File: config.mk
export PLATFORM = sky130hd
export DESIGN_NAME = trivium_decrypt
export DESIGN_NICKNAME = d
export VERILOG_FILES = /design/src/rtl/trivium_decrypt.sv
export SDC_FILE = /design/constraint.sdc
export NUM_CORES = 1
export LEC_CHECK = 0
export BUFFER_PORTS_ARGS = -buffer_cell sky130_fd_sc_hd__buf_2
export CAP_MARGIN = 15
export CORE_UTILIZATION = 58
export DETAILED_ROUTE_END_ITERATION = 8
export GPL_ROUTABILITY_DRIVEN = 0
export PLACE_DENSITY = 0.86
export SLEW_MARGIN = 5
export SYNTH_ARGS = -nofsm -noshare
export SYNTH_HDL_FRONTEND = slang
export SYNTH_SLANG_ARGS = --single-unit
File: constraint.sdc
create_clock -name clk -period 3.3 [get_ports clk]
set_input_delay 0.165 -clock clk [delete_from_list [all_inputs] [get_ports clk]]
set_output_delay 0.165 -clock clk [all_outputs]
set_load 0.005 [all_outputs]
File: src/rtl/trivium_decrypt.sv
// Trivium receive-side stream decryptor, 8 rounds per clock.
// Key/IV load, warm-up, then byte-wide XOR of ciphertext to plaintext.
module trivium_decrypt #(
  parameter int INIT_ROUNDS = 1152,
  parameter int LEN_W       = 12
) (
  input  logic             clk,
  input  logic             reset,
  input  logic             start,
  input  logic [79:0]      key,
  input  logic [79:0]      iv,
  input  logic [LEN_W-1:0] len,
  input  logic             ct_valid,
  input  logic [7:0]       ct_data,
  output logic             ct_ready,
  output logic             pt_valid,
  output logic [7:0]       pt_data,
  input  logic             pt_ready,
  output logic             busy,
  output logic             done
);

  localparam int INIT_CYC = INIT_ROUNDS / 8;
  localparam int CW       = $clog2(INIT_CYC + 1);

  localparam logic [1:0] S_IDLE = 2'd0;
  localparam logic [1:0] S_INIT = 2'd1;
  localparam logic [1:0] S_RUN  = 2'd2;
  localparam logic [1:0] S_DONE = 2'd3;

  logic [1:0]       state_q, state_d;
  logic [1:288]     s_q, s_d, s_adv;
  logic [CW-1:0]    cnt_q, cnt_d;
  logic [LEN_W-1:0] rem_q, rem_d;
  logic             pv_q, pv_d;
  logic [7:0]       pd_q, pd_d;
  logic [7:0]       ks;
  logic             accept;

  function automatic logic zbit(input logic [1:288] s);
    zbit = s[66] ^ s[93] ^ s[162] ^ s[177] ^ s[243] ^ s[288];
  endfunction

  function automatic logic [1:288] rnd(input logic [1:288] s);
    logic t1, t2, t3;
    t1  = s[66]  ^ s[93]  ^ (s[91]  & s[92])  ^ s[171];
    t2  = s[162] ^ s[177] ^ (s[175] & s[176]) ^ s[264];
    t3  = s[243] ^ s[288] ^ (s[286] & s[287]) ^ s[69];
    rnd = {t3, s[1:92], t1, s[94:176], t2, s[178:287]};
  endfunction

  // First keystream bit of the eight rounds lands in the byte MSB.
  always_comb begin
    ks    = '0;
    s_adv = s_q;
    for (int i = 0; i < 8; i++) begin
      ks[7-i] = zbit(s_adv);
      s_adv   = rnd(s_adv);
    end
  end

  assign ct_ready = (state_q == S_RUN) & (~pv_q | pt_ready)
                  & (rem_q != '0);
  assign accept   = ct_valid & ct_ready;
  assign pt_valid = pv_q;
  assign pt_data  = pd_q;
  assign busy     = (state_q == S_INIT) | (state_q == S_RUN);
  assign done     = (state_q == S_DONE);

  always_comb begin
    state_d = state_q;
    s_d     = s_q;
    cnt_d   = cnt_q;
    rem_d   = rem_q;
    pv_d    = pv_q;
    pd_d    = pd_q;
    case (state_q)
      S_IDLE, S_DONE: begin
        if (start) begin
          s_d     = {key, 13'b0, iv, 4'b0, 108'b0, 3'b111};
          rem_d   = len & ~LEN_W'(7);
          cnt_d   = '0;
          state_d = S_INIT;
        end
      end
      S_INIT: begin
        s_d   = s_adv;
        cnt_d = cnt_q + CW'(1);
        if (cnt_q == CW'(INIT_CYC - 1)) begin
          state_d = (rem_q == '0) ? S_DONE : S_RUN;
        end
      end
      S_RUN: begin
        if (accept) begin
          pd_d  = ct_data ^ ks;
          pv_d  = 1'b1;
          s_d   = s_adv;
          rem_d = rem_q - LEN_W'(8);
        end else if (pt_ready) begin
          pv_d = 1'b0;
        end
        if (rem_q == '0 && (!pv_q || pt_ready)) begin
          state_d = S_DONE;
        end
      end
      default: state_d = S_IDLE;
    endcase
  end

  always_ff @(posedge clk or negedge reset) begin
    if (!reset) begin
      state_q <= S_IDLE;
      s_q     <= '0;
      cnt_q   <= '0;
      rem_q   <= '0;
      pv_q    <= 1'b0;
      pd_q    <= '0;
    end else begin
      state_q <= state_d;
      s_q     <= s_d;
      cnt_q   <= cnt_d;
      rem_q   <= rem_d;
      pv_q    <= pv_d;
      pd_q    <= pd_d;
    end
  end

endmodule

After elaboration in Yosys (flattened, before gate mapping)
Index checks and enable logic that the tools add are counted.
{ "totals": {"ff_bits": 319, "inputBits": 185, "wordCells": 182} }
{ "op_classes": {"addsub": 2, "eq_ne": 8, "mux": 15, "n_bitwise": 135, "n_reduce_logical": 16} }
{ "ops": {"columns": ["op", "count"], "rows": [
  ["one-hot mux 288 bit (3 select lines)", 1],
  ["two-way mux 288 bit", 2],
  ["bitwise XOR 1 bit", 104],
  ["bitwise AND 1 bit", 27],
  ["two-way mux 12 bit", 2],
  ["one-hot mux 12 bit (2 select lines)", 1],
  ["one-hot mux 8 bit (2 select lines)", 1],
  ["logical NOT 12 bit", 1],
  ["nonzero test 12 bit", 1],
  ["subtractor 12 x 4 -> 12 bit (second input constant)", 1],
  ["adder 8 x 1 -> 8 bit (second input constant)", 1],
  ["equality test 8 bit (second input constant)", 1],
  ["two-way mux 8 bit", 1],
  ["AND reduction 2 bit", 4],
  ["bitwise XOR 8 bit", 1],
  ["two-way mux 2 bit", 3],
  ["one-hot mux 2 bit (3 select lines)", 1],
  ["AND reduction 3 bit", 2],
  ["nonzero test 2 bit", 3],
  ["equality test 2 bit (second input constant)", 2],
  ["inequality test 2 x 1 -> 1 bit (second input constant)", 2],
  ["inequality test 2 bit (second input constant)", 2],
  ["two-way mux 1 bit", 3],
  ["equality test 2 x 1 -> 1 bit (second input constant)", 1],
  ["other kinds (7)", 8]
]} }

Longest topological paths before layout
{ "depth": {"word_depth": 7, "mapped_depth": 11} }

Worst setup path before layout
OpenSTA, ideal clock, no wires.
{ "synth_path": {"path_kind": "register -> register", "startpoint": "register rem_q[8]", "endpoint": "register s_q[11] in the netlist's numbering", "arrival_time_ns": 2.260, "slack_ns": 0.915, "path_stages_with_launch": 9, "path_buffers": 4, "period_less_slack_ns": 2.385, "path_cell_list": "dfrtp_1 > or4_4 > or3_1 > buf_2 > a21o_1 > buf_6 > buf_6 > buf_6 > mux2_4"} }
{ "synth_via": {"elab_chain_len": 5} }
{ "synth_rtl": {"columns": ["element", "line_no", "rtl"], "rows": [
  ["start, declared", "34", "logic [LEN_W-1:0] rem_q, rem_d;"],
  ["start signal, assigned", "122", "rem_q <= rem_d;"],
  ["nonzero test 12 bit", "63", "& (rem_q != '0);"],
  ["bitwise AND 1 bit", "63", null],
  ["bitwise AND 1 bit", "64", "assign accept = ct_valid & ct_ready;"],
  ["inequality test 2 bit (no line)", null, null],
  ["AND reduction 2 bit (no line)", null, null],
  ["end signal, assigned", "113", "s_q <= '0;"],
  ["end signal, assigned", "120", "s_q <= s_d;"],
  ["end, declared", "32", "logic [1:288] s_q, s_d, s_adv;"]
]} }
Every way passes these cells.
A chain may end at the register's enable or synchronous reset.

Worst setup path after layout
{ "layout_path": {"startpoint": "register state_q[0]", "endpoint": "register s_q[167] in the netlist's numbering"} }
{ "layout_via": {"elab_chain_len": 6, "elab_cells_between_ends": 12, "cone_classes": "5 x eq/ne; 1 x mux; 3 x bitwise; 3 x reduce/logical"} }
{ "layout_rtl": {"columns": ["element", "line_no", "rtl"], "rows": [
  ["start, declared", "31", "logic [1:0] state_q, state_d;"],
  ["start signal, assigned", "119", "state_q <= state_d;"],
  ["equality test 2 bit", "62, 77", null],
  ["bitwise AND 1 bit", "62", "assign ct_ready = (state_q == S_RUN) & (~pv_q | pt_ready)"],
  ["bitwise AND 1 bit", "63", null],
  ["bitwise AND 1 bit", "64", null],
  ["inequality test 2 bit (no line)", null, null],
  ["AND reduction 2 bit (no line)", null, null]
]} }
Parallel ways exist; a longest one is shown, timed or not.

==> impl_metrics.env <==
export IMPL_outcome="completed"
export IMPL_wl_per_cell_um=21.6
export IMPL_io_buffer_count=193
export IMPL_hp_class="input port to register"
export IMPL_maxSlewViolCount=0
export IMPL_post_synth_top_count_cell="dfrtp_1"
export IMPL_netlist_top_cells_area="dfrtp_1 (52%), mux2_2 (17%), a22o_1 (7.3%)"
export IMPL_die_area_um2=26800
export IMPL_grt_pass1_wl_um=56600
export IMPL_yosys_area_top_type="dfrtp_1"
export IMPL_ctsRootBufferMaster="clkbuf_16"
export IMPL_yosys_warnings=0
export IMPL_ys_flop_type="dfrtp_1"
export IMPL_num_fill_cells=1634
export IMPL_path_clk_slew_ps=60
export IMPL_regArea_um2=7910
export IMPL_grt_pass1_vias=10500
export IMPL_cp_cell_sequence="inv_1 -> ha_4 -> nand2b_1 -> and3_1 -> a21o_4 -> buf_12 -> mux2_2"
export IMPL_cap_viol_max_count=0
export IMPL_ant_nets=0
export IMPL_track_usage_pct=27.3
export IMPL_critical_path_top_delay_family="simple AND/OR/NAND/NOR gates"
export IMPL_worstPathRequired_ps=3690
export IMPL_tightest_slew_ps=872
export IMPL_dp_hpwl_um=23400
export IMPL_setup_tns_ps=0
export IMPL_postCtsSetupBuffers=0
export IMPL_cts_tree="yes"
export IMPL_design_core_area_um2=25400
export IMPL_pre_cts_slack_ps=635
export IMPL_synth_enable_flop_cells=0
export IMPL_drc=0
export IMPL_cts_sinks=316
export IMPL_die_h_um=164
export IMPL_period_needed_ps=2710
export IMPL_irDropWorstVdd_v=0.00113
export IMPL_timing_fmax_ghz=0.369
export IMPL_endpoint_kind="register"
export IMPL_power_density_nw_per_um2=1280
export IMPL_antenna_found_initial=14
export IMPL_multiInputGateArea_um2=6810
export IMPL_grt_ovfl_total=0
export IMPL_firstDrtPassIters=6
export IMPL_worst_path_buf_inv=2
export IMPL_fin_ws_ps=588
export IMPL_vias_per_cell=5.94
export IMPL_ys_seq_area_share_pct=52.2
export IMPL_slowest_stage="a21o_4"
export IMPL_final_hold_violation_count=0
export IMPL_grt_max_degree=150
export IMPL_synth_top_cell_area_share_pct=52.2
export IMPL_drive_above_1_share_pct=41.6
export IMPL_synth_avg_cell_area_um2=13.6
export IMPL_critPathMaxStageDelay_ps=440
export IMPL_clockBufferDepth=3
export IMPL_syn_instance_count=1115
export IMPL_cts_made_buffers=34
export IMPL_p_leak_uw=0.00838
export IMPL_netlist_cell_type_count=50
export IMPL_cp_start_kind="register"
export IMPL_dr_total_vias=9912
export IMPL_critPathMaxFanout=45
export IMPL_cts_htree_levels=2
export IMPL_fp_row_count=58
export IMPL_critical_path_class="register to register"
export IMPL_slew_headroom_pct=41.6
export IMPL_routed_wl_um=36100
export IMPL_arrival_ps=3100
export IMPL_clock_skew_ps=19.9
export IMPL_async_flop_share_pct=100
export IMPL_ys_ff_latch=316
export IMPL_clkLatencyLatePin_ps=510
export IMPL_ys_top_cells_by_count="dfrtp_1 (316), mux2_2 (231), a22o_1 (126)"
export IMPL_io_pins=197
export IMPL_grt_setup_unrepaired="false"
export IMPL_drt_iter0_drc=928
export IMPL_setup_viol=0
export IMPL_synth_area_um2=15100
export IMPL_area_growth_pct=17.7
export IMPL_fp_dieW_um=164
export IMPL_nets=1495
export IMPL_period_share_pct=82.2
export IMPL_syn_nets=1305
export IMPL_initial_core_util_pct=59.6
[report_power, final]
group / leakage, µW / switching [µW] / internal, µW
Clock: 0.000562 / 1550 / 2420
Sequential: 0.00395 / 1330 / 5710
Combinational: 0.00387 / 5370 / 6510
Total: 0.00838 / 8250 / 14600
[flip-flops by register name, indices dropped and copies added, names as in the netlist]
name	cells
pt_data	8
pt_valid	1
s_q	288
cnt_q	8
state_q	2
rem_q	9
[routing by layer]
layer	global-route usage [%]	up-vias	routed length, µm
met5	0	-	57
met4	12.0	8	1300
met3	6.73	97	2560
met2	44.1	378	17600
met1	35.0	4993	14500
li1	-	4436	-
[cells in the final DEF, fill, tap and decap left out, drive strengths merged, types with 5 or more instances in the layout]
cell type / n
a22o: 126
diode: 11
inv: 25
o21ai: 22
dfrtp: 316
nand2: 53
mux2: 283
a21oi: 10
nor2: 14
xnor2: 66
ha: 5
clkbuf: 53
xor3: 16
nand3: 5
dlygate4sd3: 19
o211ai: 5
mux2i: 32
buf: 210
nor3: 5
[layout make-up]
| class | instances | area share, % |
|---|---|---|
| flip-flops and latches | 316 | 44.4 |
| repair buffers | 229 | 7.89 |
| clock buffers | 53 | 5.87 |
| well taps | 330 | 2.32 |
| clock inverters | 7 | 0.667 |
| multi-input cells | 699 | 38.2 |
| diodes | 11 | 0.154 |
| inverters | 25 | 0.526 |
[tightest hold or removal path, stage by stage]
cell and delay [ps]:
buf_2 70, mux2_2 130, mux2_4 120
[stage by stage]
step / utilization (%) / instance area, µm² / total power [µW] / std cells / hold slack, ps
3_3_place_gp: 64.7 / 16400 / 18200 / 1580 / 202
4_1_cts: 70.1 / 17800 / 22900 / 1659 / 2.29
5_1_grt: 70.2 / 17800 / 24100 / 1669 / 12.3
6_report: 70.2 / 17800 / 22900 / 1670 / 12.0
2_1_floorplan: - / 15100 / 16100 / 1115 / -131
3_5_place_dp: 64.7 / 16400 / 18700 / 1580 / 203
[cell families after synthesis]
group / synth area share [%]
multiplexers: 24.5
adder cells (fa/ha/maj): 0.413
XOR/XNOR: 6.33
flip-flops: 52.2
AND/OR/NAND/NOR: 3.48
buffers and inverters: 3.02
AO/OA/AOI/OAI: 10.1
[path summary, 6_finish.rpt]
check	start	to	slack (ps)	cells after the start
worst max register to register	state_q[0]$_DFFE_PN0P_	s_q[167]$_DFFE_PN0P_	590	7
min in group asynchronous	reset	s_q[48]$_DFFE_PN0P_	230	2
worst min-delay path	key[34]	s_q[46]$_DFFE_PN0P_	10	3
max in group asynchronous	reset	s_q[17]$_DFFE_PN0P_	2090	3
worst max-delay path	state_q[0]$_DFFE_PN0P_	s_q[167]$_DFFE_PN0P_	590	7
worst min register to register	s_q[74]$_DFFE_PN0P_	s_q[82]$_DFFE_PN0P_	490	1
[repair_timing]
action | CTS | global route
gates resized for setup | 0 | 0
endpoints found under the hold margin | 102 | 0
setup endpoints to repair | 0 | 0
hold buffers | 19 | 0
Note: power is estimated with default switching activity, not from simulation.
